[src/rtl/k423_mem_pkg.sv]
// Shared types and constants for the memory-stage data-memory controller.
package k423_mem_pkg;

    typedef enum logic [1:0] {
        ST_IDLE = 2'd0,
        ST_REQ  = 2'd1,
        ST_RSP  = 2'd2,
        ST_DONE = 2'd3
    } state_e;

    typedef enum logic [1:0] {
        LS_SIZE_BYTE = 2'd0,
        LS_SIZE_HALF = 2'd1,
        LS_SIZE_WORD = 2'd2
    } ls_size_e;

    localparam int DMEM_XLEN   = 32;
    localparam int DMEM_ADDR_W = 32;
    localparam int LANE_W      = 8;
    localparam int BE_W        = DMEM_XLEN / LANE_W;

    // Halves need an even address, words a 4-byte aligned one; bytes never trap.
    function automatic logic is_misaligned(input ls_size_e size, input logic [1:0] offset);
        logic mis;
        case (size)
            LS_SIZE_BYTE: mis = 1'b0;
            LS_SIZE_HALF: mis = offset[0];
            default:      mis = (offset != 2'b00);
        endcase
        return mis;
    endfunction

endpackage

[src/rtl/k423_mem_load_align.sv]
// Combinational load aligner: moves the addressed lanes down to bit 0,
// truncates to the access size and sign- or zero-extends.
module k423_mem_load_align
    import k423_mem_pkg::*;
#(
    parameter int XLEN = DMEM_XLEN
) (
    input  logic [XLEN-1:0] i_rdata,
    input  logic [1:0]      i_offset,
    input  ls_size_e        i_size,
    input  logic            i_unsigned,
    output logic [XLEN-1:0] o_result
);

    logic [XLEN-1:0] w_shifted;
    logic            w_sign;

    // Lane shift, truncate and extend
    always_comb begin
        w_shifted = i_rdata >> {i_offset, 3'b000};
        w_sign    = 1'b0;
        o_result  = w_shifted;
        case (i_size)
            LS_SIZE_BYTE: begin
                w_sign   = ~i_unsigned & w_shifted[LANE_W-1];
                o_result = {{(XLEN-LANE_W){w_sign}}, w_shifted[LANE_W-1:0]};
            end
            LS_SIZE_HALF: begin
                w_sign   = ~i_unsigned & w_shifted[2*LANE_W-1];
                o_result = {{(XLEN-2*LANE_W){w_sign}}, w_shifted[2*LANE_W-1:0]};
            end
            default: begin
                w_sign   = 1'b0;
                o_result = w_shifted;
            end
        endcase
    end

endmodule

[src/rtl/k423_mem_dmem_ctrl.sv]
// Memory-stage data-memory controller: one blocking load/store at a time,
// alignment trap, lane shifting towards the bus and load extension towards WB.
module k423_mem_dmem_ctrl
    import k423_mem_pkg::*;
#(
    parameter int XLEN   = DMEM_XLEN,
    parameter int ADDR_W = DMEM_ADDR_W
) (
    input  logic                   clk_i,
    input  logic                   rst_i,
    input  logic                   ex_vld_i,
    output logic                   ex_rdy_o,
    input  logic [ADDR_W-1:0]      ex_addr_i,
    input  logic [XLEN/LANE_W-1:0] ex_wen_i,
    input  logic [XLEN-1:0]        ex_wdata_i,
    input  logic                   ex_load_i,
    input  logic                   ex_load_unsigned_i,
    input  ls_size_e               ex_size_i,
    output logic                   dmem_req_vld_o,
    input  logic                   dmem_req_rdy_i,
    output logic [ADDR_W-1:0]      dmem_req_addr_o,
    output logic [XLEN/LANE_W-1:0] dmem_req_wen_o,
    output logic [XLEN-1:0]        dmem_req_wdata_o,
    input  logic                   dmem_rsp_vld_i,
    input  logic [XLEN-1:0]        dmem_rsp_rdata_i,
    output logic                   wb_vld_o,
    input  logic                   wb_rdy_i,
    output logic                   wb_load_o,
    output logic [XLEN-1:0]        wb_data_o,
    output logic                   wb_misalign_o
);

    localparam int LANES = XLEN / LANE_W;

    state_e             r_state;
    state_e             w_next_state;
    logic [1:0]         r_offset;
    ls_size_e           r_size;
    logic               r_unsigned;
    logic [ADDR_W-1:0]  r_req_addr;
    logic [LANES-1:0]   r_req_wen;
    logic [XLEN-1:0]    r_req_wdata;
    logic               r_wb_load;
    logic [XLEN-1:0]    r_wb_data;
    logic               r_misalign;
    logic               w_misalign;
    logic               w_accept;
    logic               w_rsp_fire;
    logic [XLEN-1:0]    w_load_result;

    assign w_misalign = is_misaligned(ex_size_i, ex_addr_i[1:0]);
    assign w_accept   = (r_state == ST_IDLE) & ex_vld_i;
    assign w_rsp_fire = (r_state == ST_RSP) & dmem_rsp_vld_i;

    k423_mem_load_align #(.XLEN(XLEN)) u_load_align (
        .i_rdata    (dmem_rsp_rdata_i),
        .i_offset   (r_offset),
        .i_size     (r_size),
        .i_unsigned (r_unsigned),
        .o_result   (w_load_result)
    );

    // State register
    always_ff @(posedge clk_i or posedge rst_i) begin
        if (rst_i) begin
            r_state <= ST_IDLE;
        end else begin
            r_state <= w_next_state;
        end
    end

    // Next-state logic; a non-zero byte enable marks a store, which completes on acceptance
    always_comb begin
        w_next_state = r_state;
        case (r_state)
            ST_IDLE: begin
                if (ex_vld_i) w_next_state = w_misalign ? ST_DONE : ST_REQ;
                else          w_next_state = ST_IDLE;
            end
            ST_REQ: begin
                if (dmem_req_rdy_i) w_next_state = (|r_req_wen) ? ST_DONE : ST_RSP;
                else                w_next_state = ST_REQ;
            end
            ST_RSP: begin
                if (dmem_rsp_vld_i) w_next_state = ST_DONE;
                else                w_next_state = ST_RSP;
            end
            ST_DONE: begin
                if (wb_rdy_i) w_next_state = ST_IDLE;
                else          w_next_state = ST_DONE;
            end
            default: w_next_state = ST_IDLE;
        endcase
    end

    // Handshake outputs decoded from state; ready is held low while reset is asserted
    always_comb begin
        ex_rdy_o       = 1'b0;
        dmem_req_vld_o = 1'b0;
        wb_vld_o       = 1'b0;
        case (r_state)
            ST_IDLE: ex_rdy_o       = ~rst_i;
            ST_REQ:  dmem_req_vld_o = 1'b1;
            ST_RSP:  ex_rdy_o       = 1'b0;
            ST_DONE: wb_vld_o       = 1'b1;
            default: ex_rdy_o       = 1'b0;
        endcase
    end

    // Op capture: bus-side fields are shifted at accept so the request is driven straight from flops
    always_ff @(posedge clk_i or posedge rst_i) begin
        if (rst_i) begin
            r_offset    <= 2'b00;
            r_size      <= LS_SIZE_BYTE;
            r_unsigned  <= 1'b0;
            r_req_addr  <= '0;
            r_req_wen   <= '0;
            r_req_wdata <= '0;
            r_wb_load   <= 1'b0;
            r_wb_data   <= '0;
            r_misalign  <= 1'b0;
        end else if (w_accept) begin
            r_offset    <= ex_addr_i[1:0];
            r_size      <= ex_size_i;
            r_unsigned  <= ex_load_unsigned_i;
            r_req_addr  <= {ex_addr_i[ADDR_W-1:2], 2'b00};
            r_req_wen   <= ex_wen_i << ex_addr_i[1:0];
            r_req_wdata <= ex_wdata_i << {ex_addr_i[1:0], 3'b000};
            r_wb_load   <= ex_load_i & ~w_misalign;
            r_wb_data   <= '0;
            r_misalign  <= w_misalign;
        end else if (w_rsp_fire) begin
            r_wb_data   <= w_load_result;
        end
    end

    assign dmem_req_addr_o  = r_req_addr;
    assign dmem_req_wen_o   = r_req_wen;
    assign dmem_req_wdata_o = r_req_wdata;
    assign wb_load_o        = r_wb_load;
    assign wb_data_o        = r_wb_data;
    assign wb_misalign_o    = r_misalign;

endmodule
[config.mk]
export PLATFORM = sky130hd
export DESIGN_NAME = k423_mem_dmem_ctrl
export DESIGN_NICKNAME = d
export VERILOG_FILES = /design/src/rtl/k423_mem_pkg.sv /design/src/rtl/k423_mem_load_align.sv /design/src/rtl/k423_mem_dmem_ctrl.sv
export SDC_FILE = /design/constraint.sdc
export NUM_CORES = 1
export LEC_CHECK = 0
export CORE_UTILIZATION = 39
export DETAILED_ROUTE_END_ITERATION = 6
export PLACE_DENSITY_LB_ADDON = 0.15
export SLEW_MARGIN = 20
export SYNTH_ARGS = -nofsm -noshare
export SYNTH_HDL_FRONTEND = slang
export SYNTH_SLANG_ARGS = --single-unit
[constraint.sdc]
create_clock -name clk_i -period 3 [get_ports clk_i]
set_input_delay 0.45 -clock clk_i [delete_from_list [all_inputs] [get_ports clk_i]]
set_output_delay 0.45 -clock clk_i [all_outputs]
set_load 0.01 [all_outputs]
==> out/qor.yml, run 1 <==
global_route:
  grt_first_pass_wirelength_um: 21600
  pin_count_of_the_biggest_net_entering_global_routing: 111
  grt_pass1_vias: 4262
  grt_usage_pct: 20.9
  grt.overflow.total: 0
  antenna_violations_before_repair: 0
yosys:
  post_synth_num_cell_types: 32
  synth.yosys.seq_area_share_pct: 52.0
  synth_async_sr_flop_share_pct: 100
  avg_cell_area_syn_um2: 11.1
  postSynthRegisterBits: 107
  synth-edff-count: 0
  synth-main-ff-cell: "sky130_fd_sc_hd__dfrtp_1"
  synthesis.yosys.warnings: 0
  syn-cell-area_mm2: 0.00514
  postSynthCellCount: 462
worst_hold_path:
  hp-class: "flop to flop"
  source_of_the_worst_hold_timing_path: "dmem_req_wdata_o[11]"
final_layout:
  mostFrequentLayoutCell: "sky130_fd_sc_hd__clkdlybuf4s50_1"
  fillers: 1108
  ff_latch_area_mm2: 0.00268
  multi_input_comb_area_mm2: 0.00225
  layout.core_utilization_pct: 59.9
  layout.cells.most_common_list: "211 x sky130_fd_sc_hd__clkdlybuf4s50_1, 107 x sky130_fd_sc_hd__dfrtp_1, 52 x sky130_fd_sc_hd__mux2_2"
  synthToLayoutAreaGrowth_pct: 48.1
  stdcell_count: 829
  layout_cells_sized_above_1_pct: 12.8
  layout.nets: 762
  antenna_cells_inserted: 0
route:
  wl_per_cell_um: 16.7
  antenna_violating_nets_post_route: 0
  detailroute.via_count: 4262
  drt-pass1-iter-count: 4
  vias_per_cell: 5.14
  drt_iter0_markers: 258
  postRouteWirelength_um: 13900
  drt_drc_violations_left: 0
power:
  seq_power_share_pct: 35.8
  power_density_mw_per_mm2: 928
  worst_ir_drop_on_vdd_v: 0.000432
  p_leak_nw: 3.18
  total_internal_power_mw: 4.65
  power_frac_comb_pct: 48.5
  finalPower_mw: 7.07
  switching_share_pct: 34.2
  p_clk_share_pct: 15.7
  p_switching_mw: 2.42
sta:
  post-route-min-period_ns: 2.11
  timing.setup.tns_ns: 0
  grt_setup_unrepaired: "false"
  final-hold-violation-count: 0
  tightestPinTransition_ns: 0.914
  finalHoldWorstSlack_ns: 0.477
  relative_slew_slack_pct: 39.1
  max_freq_mhz: 474
  report.final.setup_viol: 0
  period_share_pct: 70.3
  slew_violations: 0
  clock-skew-final_ns: 0.00460
floorplan:
  floorplan.initialDensity_pct: 40.4
  die_y_um: 117
  num_rows: 41
  fp.coreArea_mm2: 0.0127
  floorplan.die_area_mm2: 0.0137
  floorplan.io_pins: 215
  dieWidth_um: 117
worst_setup_path:
  worst-r2r-cell-count: 3
  critical_path.slowest_cell: "sky130_fd_sc_hd__and2_1"
  worst_r2r_startpoint: "r_state[0]"
  crit_path_cell_trace: "clkdlybuf4s50_1 -> nand3b_4 -> and2_1 -> a221o_1"
  critical_path.n_buffers_inverters: 1
  crit_cells: 4
  path_class: "primary input to flop"
  critical_path.endpoint_type: "flop"
  largest_stage_delay_on_the_critical_path_ns: 0.57
  setup.worst_path.start_class: "primary input"
  setup.worst_path.end: "wb_data_o[25]"
  cp_data_arrival_time_ns: 2.33
  worst-path-max-fanout: 27
  critical_path_required_ns: 3.23
  worstSetupStartpoint: "dmem_rsp_vld_i"
  timing.critical_path.max_delay_family: "simple AND/OR/NAND/NOR gates"
  regToRegEndpoint: "wb_data_o[25]"
  timing.reg2reg.setup_slack_ns: 0.98
placed_design:
  place_congestion: 0.789
  detailedPlacementHpwl_um: 9880
  total_instance_count_after_detailed_placement: 813
  port_buffers: 212
cts:
  cts_resized: 0
  buffer_cell_driving_the_clock_tree_root: "sky130_fd_sc_hd__clkbuf_16"
  clockBufferDepth: 2
  ctsHtreeMaxLevel: 3
  post-cts-setup-buffers: 0
  cts_made_buffers: 9
  cts_tree: "yes"
  cts.hold.buffers_added: 0
  cts.sink_count: 107
  clk-insertion-delay-late_ns: 0.35
  cts.reportedPaths.clkPinSlew_ns: 0.07
flow_run:
  max-cap-violations: 0
outcome:
  outcome: "complete, no violations"
[metrics by stage]
stage / worst slack, ns / cell area, um2
global placement: 0.617 / 7340
finish: 0.892 / 7620
global route: 0.834 / 7620
CTS: 0.936 / 7620
floorplan: 1.26 / 5150
detailed placement: 0.572 / 7340
[synth_stat cells (all sizes together), types with 2 or more instances]
| cell | count | share of area (%) |
|---|---|---|
| dfrtp | 107 | 52 |
| mux2 | 52 | 11 |
| nand2 | 48 | 3.5 |
| o21ai | 45 | 4.4 |
| a21oi | 34 | 3.3 |
| mux2i | 34 | 6.6 |
| buf | 23 | 3.0 |
| a221o | 17 | 3.3 |
| clkbuf | 17 | 1.2 |
| nor2 | 17 | 1.2 |
| nor2b | 12 | 1.5 |
| nand3 | 10 | 0.97 |
| nand3b | 10 | 1.7 |
| a211oi | 9 | 1.3 |
| o31ai | 9 | 1.3 |
| and2 | 2 | 0.24 |
| mux4 | 2 | 0.88 |
| nor3 | 2 | 0.19 |
| nor3b | 2 | 0.49 |
| o211ai | 2 | 0.29 |
[registers in the layout (all words and copies together), names as in the netlist]
| signal | count |
|---|---|
| dmem_req_addr_o | 30 |
| dmem_req_wdata_o | 32 |
| dmem_req_wen_o | 4 |
| r_offset | 2 |
| r_size | 2 |
| r_state | 2 |
| r_unsigned | 1 |
| wb_data_o | 32 |
| wb_load_o | 1 |
| wb_misalign_o | 1 |
[layout make-up]
type                       count  area share, %
clock inverter                 7          0.690
clock buffer                   9           2.96
tap                          172           2.82
timing repair buffer         218           28.7
inverter                       1         0.0985
multi-input combinational    315           29.6
sequential                   107           35.1
[how the worst min path moves through the flow]
stage                                 to  slack [ns]  cells past startpoint
finish              dmem_req_wdata_o[11]        0.48                      2
global route         dmem_req_wdata_o[7]        0.50                      2
CTS                 dmem_req_wdata_o[11]        0.48                      2
detailed placement  dmem_req_wdata_o[11]        0.47                      2
global placement           wb_misalign_o        0.46                      1
floorplan                   wb_data_o[7]        0.51                      2
[metal layers]
| layer | routed length (um) | vias to the layer above | global-route usage [%] |
|---|---|---|---|
| met1 | 6240 | 2052 | 28.4 |
| met5 | 0 | - | 0 |
| li1 | - | 2047 | - |
| met4 | 205 | 0 | 8.02 |
| met3 | 1080 | 15 | 5.15 |
| met2 | 6340 | 148 | 32.4 |
[worst min-delay path: cells and delay by family, from the launching register on]
kind | cells | cell delay [ns]
compound gates | 1 | 0.05
flops | 1 | 0.34
simple gates | 1 | 0.05
[power by group through the flow]
stage	registers (mW)	logic, mW	clock network [mW]
after floorplan	2.75	1.52	0
after global placement	2.53	3.39	0
after detailed placement	2.55	3.46	0
after CTS	2.53	3.47	1.15
after global routing	2.62	3.72	1.20
final	2.53	3.43	1.11
[cell families after synthesis]
| group | share of synthesized area (%) |
|---|---|
| AOI/OAI and AO/OA | 14.4 |
| DFF | 52.0 |
| and+or+nand+nor | 10.3 |
| muxes | 18.9 |
| buffers and inverters | 4.28 |
| other | 0.0729 |
Power figures use the tool's default switching activity.
==> inputs of run 2 (changes only) <==
==> constraint.sdc (replaced) <==
create_clock -name clk_i -period 1.7 [get_ports clk_i]
set_input_delay 0.255 -clock clk_i [delete_from_list [all_inputs] [get_ports clk_i]]
set_output_delay 0.255 -clock clk_i [all_outputs]
set_load 0.01 [all_outputs]
==> out/qor.yml, run 2 (synthesized netlist as in run 1, its figures left out) <==
floorplan:
  floorplan.initialDensity_pct: 40.4
  dieWidth_um: 117
  fp.coreArea_mm2: 0.0127
  floorplan.die_area_mm2: 0.0137
  floorplan.io_pins: 215
  die_y_um: 117
  num_rows: 41
route:
  vias_per_cell: 5.12
  drt-pass1-iter-count: 5
  detailed_routed_wire_length_on_met3_um: 1060
  topRoutingLayerUsed: "met4"
  drt_iter0_markers: 295
  drt_drc_violations_left: 0
  met1Wirelength_um: 6140
  postRouteWirelength_um: 14100
  routed-wl-met2_um: 6520
  wl_per_cell_um: 16.4
  antenna_violating_nets_post_route: 0
  detailroute.via_count: 4391
worst_setup_path:
  path_class: "flop to flop"
  critical_path_required_ns: 1.93
  worst-path-max-fanout: 16
  critical_path.endpoint_type: "flop"
  cp_data_arrival_time_ns: 1.89
  setup.worst_path.start_class: "flop"
global_route:
  pin_count_of_the_biggest_net_entering_global_routing: 41
  grt_pass1_vias: 4393
  grt.overflow.total: 0
  antenna_violations_before_repair: 0
  grt_usage_pct: 21.3
  grt_first_pass_wirelength_um: 21900
cts:
  cts.reportedPaths.clkPinSlew_ns: 0.07
  cts_made_buffers: 9
  ctsHtreeMaxLevel: 3
  clockBufferDepth: 2
  post-cts-setup-buffers: 0
  cts_tree: "yes"
  buffer_cell_driving_the_clock_tree_root: "sky130_fd_sc_hd__clkbuf_16"
  cts.sink_count: 107
  clk-insertion-delay-late_ns: 0.35
  cts.hold.buffers_added: 0
sta:
  final-hold-violation-count: 0
  post-route-min-period_ns: 1.66
  relative_slew_slack_pct: 59.6
  max_freq_mhz: 603
  tightestPinTransition_ns: 0.604
  report.final.setup_viol: 0
  clock-skew-final_ns: 0.00694
  slew_violations: 0
  period_share_pct: 97.6
final_layout:
  mostFrequentLayoutCell: "sky130_fd_sc_hd__clkdlybuf4s50_1"
  layout.nets: 791
  layout.cells.most_common_list: "208 x sky130_fd_sc_hd__clkdlybuf4s50_1, 106 x sky130_fd_sc_hd__dfrtp_1, 52 x sky130_fd_sc_hd__mux2_2"
  multi_input_comb_area_mm2: 0.00226
  synthToLayoutAreaGrowth_pct: 55.2
  ff_latch_area_mm2: 0.00268
  layout_cells_sized_above_1_pct: 16.4
  fillers: 1088
  final_design_area_no_fill_mm2: 0.00798
  antenna_cells_inserted: 0
  stdcell_count: 857
outcome:
  outcome: "complete, no violations"
power:
  worst_ir_drop_on_vdd_v: 0.00118
  power_density_mw_per_mm2: 1640
  p_leak_nw: 3.39
placed_design:
  place_congestion: 0.828
  detailedPlacementHpwl_um: 10900
  dpl_cell_area_mm2: 0.00766
  total_instance_count_after_detailed_placement: 842
  port_buffers: 212
worst_hold_path:
  hp-class: "primary input to asynchronous set/reset pin"
flow_run:
  max-cap-violations: 0
[run 2: cell count changes in the layout (fill, tap and decap cells not counted), sizes merged]
cell	change
inv	-1
dlygate4sd2	+3
buf	+29
clkinvlp	+1
clkdlybuf4s50	-3
clkinv	-5
bufinv	+2
clkbuf	+2
[run 2: metrics by stage]
stage	worst slack [ns]	setup TNS, ns	power, mW	util [%]	hold WS [ns]
5_1_grt	-0.00162	-0.00368	14.0	62.8	0.379
2_1_floorplan	-0.0120	-0.119	7.54	-	0.391
6_report	0.0416	0	13.1	62.8	0.352
4_1_cts	0.0136	0	13.2	62.7	0.357
3_5_place_dp	-0.267	-15.50	10.9	60.2	0.470
3_3_place_gp	-0.229	-12.84	10.8	60.2	0.461
[run 2: area by class of cell]
class                   count  area share (%)
clock inverters             4           0.940
repair buffers            247            31.4
inverters                   1          0.0940
clock buffers              11            3.04
flip-flops and latches    107            33.6
well taps                 172            2.70
multi-input cells         315            28.3
[run 2: where the power goes]
| part | switching (mW) | total (mW) | internal (mW) |
|---|---|---|---|
| sequential | 0.720 | 4.44 | 3.72 |
| combinational | 2.67 | 6.44 | 3.77 |
| clock | 0.904 | 2.23 | 1.32 |
[run 2: path summary, 6_finish.rpt]
| kind | from | endpoint | slack, ns | cells after the start |
|---|---|---|---|---|
| hold reg to reg | dmem_req_wdata_o[17] | dmem_req_wdata_o[17] | 0.48 | 2 |
| min in group clk_i | ex_addr_i[0] | r_offset[0] | 0.47 | 3 |
| setup reg to reg | r_offset[1] | wb_data_o[22] | 0.04 | 3 |
| setup / recovery | r_offset[1] | wb_data_o[22] | 0.04 | 3 |
| max in group asynchronous | rst_i | r_offset[1] | 0.87 | 4 |
| hold / removal | rst_i | wb_data_o[15] | 0.35 | 3 |
[run 2: what timing repair did]
| item | in CTS | in global routing |
|---|---|---|
| endpoints found under the setup margin | 4 | 23 |
| resized for setup | 4 | 2 |
| endpoints found under the hold margin | 0 | 0 |
| pin swaps | 0 | 0 |
[run 2: critical path, cell delays in order, from the launching register on]
cell and delay, ns:
sky130_fd_sc_hd__dfrtp_2 0.42, sky130_fd_sc_hd__mux4_2 0.52, sky130_fd_sc_hd__o211a_4 0.32, sky130_fd_sc_hd__a221o_1 0.28
[run 2: routing by layer]
layer / global-route usage (%) / vias up
met4: 8.52 / 0
met5: 0 / -
met3: 5.46 / 26
met2: 33.3 / 184
met1: 28.4 / 2075
li1: - / 2106
==> inputs of run 3 (changes only) <==
--- a/config.mk
+++ b/config.mk
@@ -5,8 +5,10 @@
 export SDC_FILE = /design/constraint.sdc
 export NUM_CORES = 1
 export LEC_CHECK = 0
-export CORE_UTILIZATION = 39
+export CORE_UTILIZATION = 45
+export CTS_CLUSTER_DIAMETER = 200
 export DETAILED_ROUTE_END_ITERATION = 6
+export GPL_TIMING_DRIVEN = 0
 export PLACE_DENSITY_LB_ADDON = 0.15
 export SLEW_MARGIN = 20
 export SYNTH_ARGS = -nofsm -noshare
==> constraint.sdc (replaced) <==
create_clock -name clk_i -period 2.1 [get_ports clk_i]
set_input_delay 0.315 -clock clk_i [delete_from_list [all_inputs] [get_ports clk_i]]
set_output_delay 0.315 -clock clk_i [all_outputs]
set_load 0.01 [all_outputs]
==> out/qor.yml, run 3 (synthesized netlist as in run 1, its figures left out) <==
route:
  detailed_routed_wire_length_on_met3_um: 1280
  topRoutingLayerUsed: "met4"
  met1Wirelength_um: 6480
  wl_per_cell_um: 18.0
  vias_per_cell: 5.47
  antenna_violating_nets_post_route: 0
  drt_drc_violations_left: 0
  routed-wl-met2_um: 7000
  detailroute.via_count: 4564
  drt-pass1-iter-count: 6
  drt_iter0_markers: 280
  postRouteWirelength_um: 15100
final_layout:
  layout_cells_sized_above_1_pct: 14.7
  synthToLayoutAreaGrowth_pct: 53.2
  final_design_area_no_fill_mm2: 0.00788
  mostFrequentLayoutCell: "sky130_fd_sc_hd__clkdlybuf4s50_1"
  stdcell_count: 835
  fillers: 817
  layout.nets: 800
  layout.cells.most_common_list: "212 x sky130_fd_sc_hd__clkdlybuf4s50_1, 107 x sky130_fd_sc_hd__dfrtp_1, 52 x sky130_fd_sc_hd__mux2_2"
  antenna_cells_inserted: 0
sta:
  setup_slack_ns: 0.160
  tightestPinTransition_ns: 0.628
  report.final.setup_viol: 0
  post-route-min-period_ns: 1.94
  slew_violations: 0
  max_freq_mhz: 515
  clock-skew-final_ns: 0.00494
  final-hold-violation-count: 0
  period_share_pct: 92.4
  relative_slew_slack_pct: 58.2
  grt_setup_unrepaired: "false"
  finalHoldWorstSlack_ns: 0.404
flow_run:
  max-cap-violations: 0
cts:
  clockBufferDepth: 2
  cts.sink_count: 107
  cts_resized: 0
  buffer_cell_driving_the_clock_tree_root: "sky130_fd_sc_hd__clkbuf_16"
  cts_made_buffers: 9
  cts_tree: "yes"
  cts.reportedPaths.clkPinSlew_ns: 0.07
  clk-insertion-delay-late_ns: 0.35
  cts.hold.buffers_added: 0
  post-cts-setup-buffers: 0
  ctsHtreeMaxLevel: 3
global_route:
  grt_first_pass_wirelength_um: 23600
  grt_pass1_vias: 4556
  pin_count_of_the_biggest_net_entering_global_routing: 27
  grt_usage_pct: 26.4
  antenna_violations_before_repair: 0
  grt.overflow.total: 0
power:
  p_switching_mw: 3.59
  finalPower_mw: 10.6
  power_frac_comb_pct: 49.2
  p_leak_nw: 3.33
  power_density_mw_per_mm2: 1350
  worst_ir_drop_on_vdd_v: 0.000715
  switching_share_pct: 33.7
  total_internal_power_mw: 7.06
  p_clk_share_pct: 17.4
  seq_power_share_pct: 33.4
worst_setup_path:
  critical_path_required_ns: 1.78
  setup.worst_path.start_class: "flop"
  worst-path-max-fanout: 9
  cp_data_arrival_time_ns: 1.62
  path_class: "flop to output port"
  regToRegEndpoint: "dmem_req_wdata_o[9]"
  crit_path_cell_trace: "nor2b_1 -> clkdlybuf4s50_1"
  timing.reg2reg.setup_slack_ns: 0.19
  critical_path.slowest_cell: "sky130_fd_sc_hd__clkdlybuf4s50_1"
  largest_stage_delay_on_the_critical_path_ns: 0.56
  critical_path.endpoint_type: "output port"
  worst-r2r-cell-count: 7
  worst_r2r_startpoint: "r_state[1]"
floorplan:
  num_rows: 38
  floorplan.die_area_mm2: 0.0119
  dieWidth_um: 109
  fp.coreArea_mm2: 0.0110
  floorplan.initialDensity_pct: 46.8
  die_y_um: 109
  floorplan.io_pins: 215
placed_design:
  place_congestion: 0.901
  port_buffers: 212
  dpl_cell_area_mm2: 0.00754
  total_instance_count_after_detailed_placement: 819
  dpl_worst_slack_ns: -0.285
  detailedPlacementHpwl_um: 11600
worst_hold_path:
  hp-class: "primary input to asynchronous set/reset pin"
outcome:
  outcome: "complete, no violations"
[run 3: changes by cell type in the layout (fill, tap and decap cells not counted), sizes merged]
cell / change
buf: -10
inv: +1
clkbuf: +18
dlygate4sd2: -3
clkdlybuf4s50: +4
[run 3: power groups by stage]
| stage | clock, mW | combinational (mW) | sequential [mW] |
|---|---|---|---|
| 2_1_floorplan | 0 | 2.17 | 3.93 |
| 3_3_place_gp | 0 | 5.08 | 3.54 |
| 3_5_place_dp | 0 | 5.22 | 3.58 |
| 4_1_cts | 1.88 | 5.25 | 3.56 |
| 5_1_grt | 1.98 | 5.65 | 3.67 |
| 6_report | 1.85 | 5.24 | 3.56 |
[run 3: worst max path at each step]
stage                  from                    to  slack, ns
6_report         r_state[0]        dmem_req_vld_o       0.16
5_1_grt          r_state[0]        dmem_req_vld_o       0.03
3_3_place_gp          rst_i   dmem_req_addr_o[13]      -0.55
2_1_floorplan    r_state[1]         wb_data_o[16]       0.39
4_1_cts        ex_addr_i[0]  dmem_req_wdata_o[25]       0.03
3_5_place_dp   ex_addr_i[0]  dmem_req_wdata_o[25]      -0.29
[run 3: layout make-up]
class                   instances  area, um2  area share (%)
plain buffers                  40        220            2.79
multi-input cells             315       2260            28.7
flip-flops and latches        107       2680            34.0
well taps                     140        175            2.22
clock buffers                  11        243            3.08
inverters                       1       7.51          0.0952
repair buffers                216       2220            28.1
clock inverters                 5       83.8            1.06
[run 3: critical path, delay by kind of cell, from the launching register on]
family | cells | cell delay, ns
simple gates | 1 | 0.23
flops | 1 | 0.49
buf+inv | 1 | 0.56
[run 3: per-stage QoR]
| step | utilization, % | setup TNS (ns) |
|---|---|---|
| 3_5_place_dp | 68.7 | -8.79 |
| 3_3_place_gp | 67.8 | -64.31 |
| 4_1_cts | 71.7 | 0 |
| 5_1_grt | 71.8 | 0 |
| 6_report | 71.8 | 0 |
| 2_1_floorplan | - | 0 |
[run 3: routing by layer]
metal  vias to the layer above  track usage, %
met4                         0            10.9
met3                        22            5.62
met2                       231            41.0
li1                       2121               -
met1                      2190            35.7
met5                         -               0
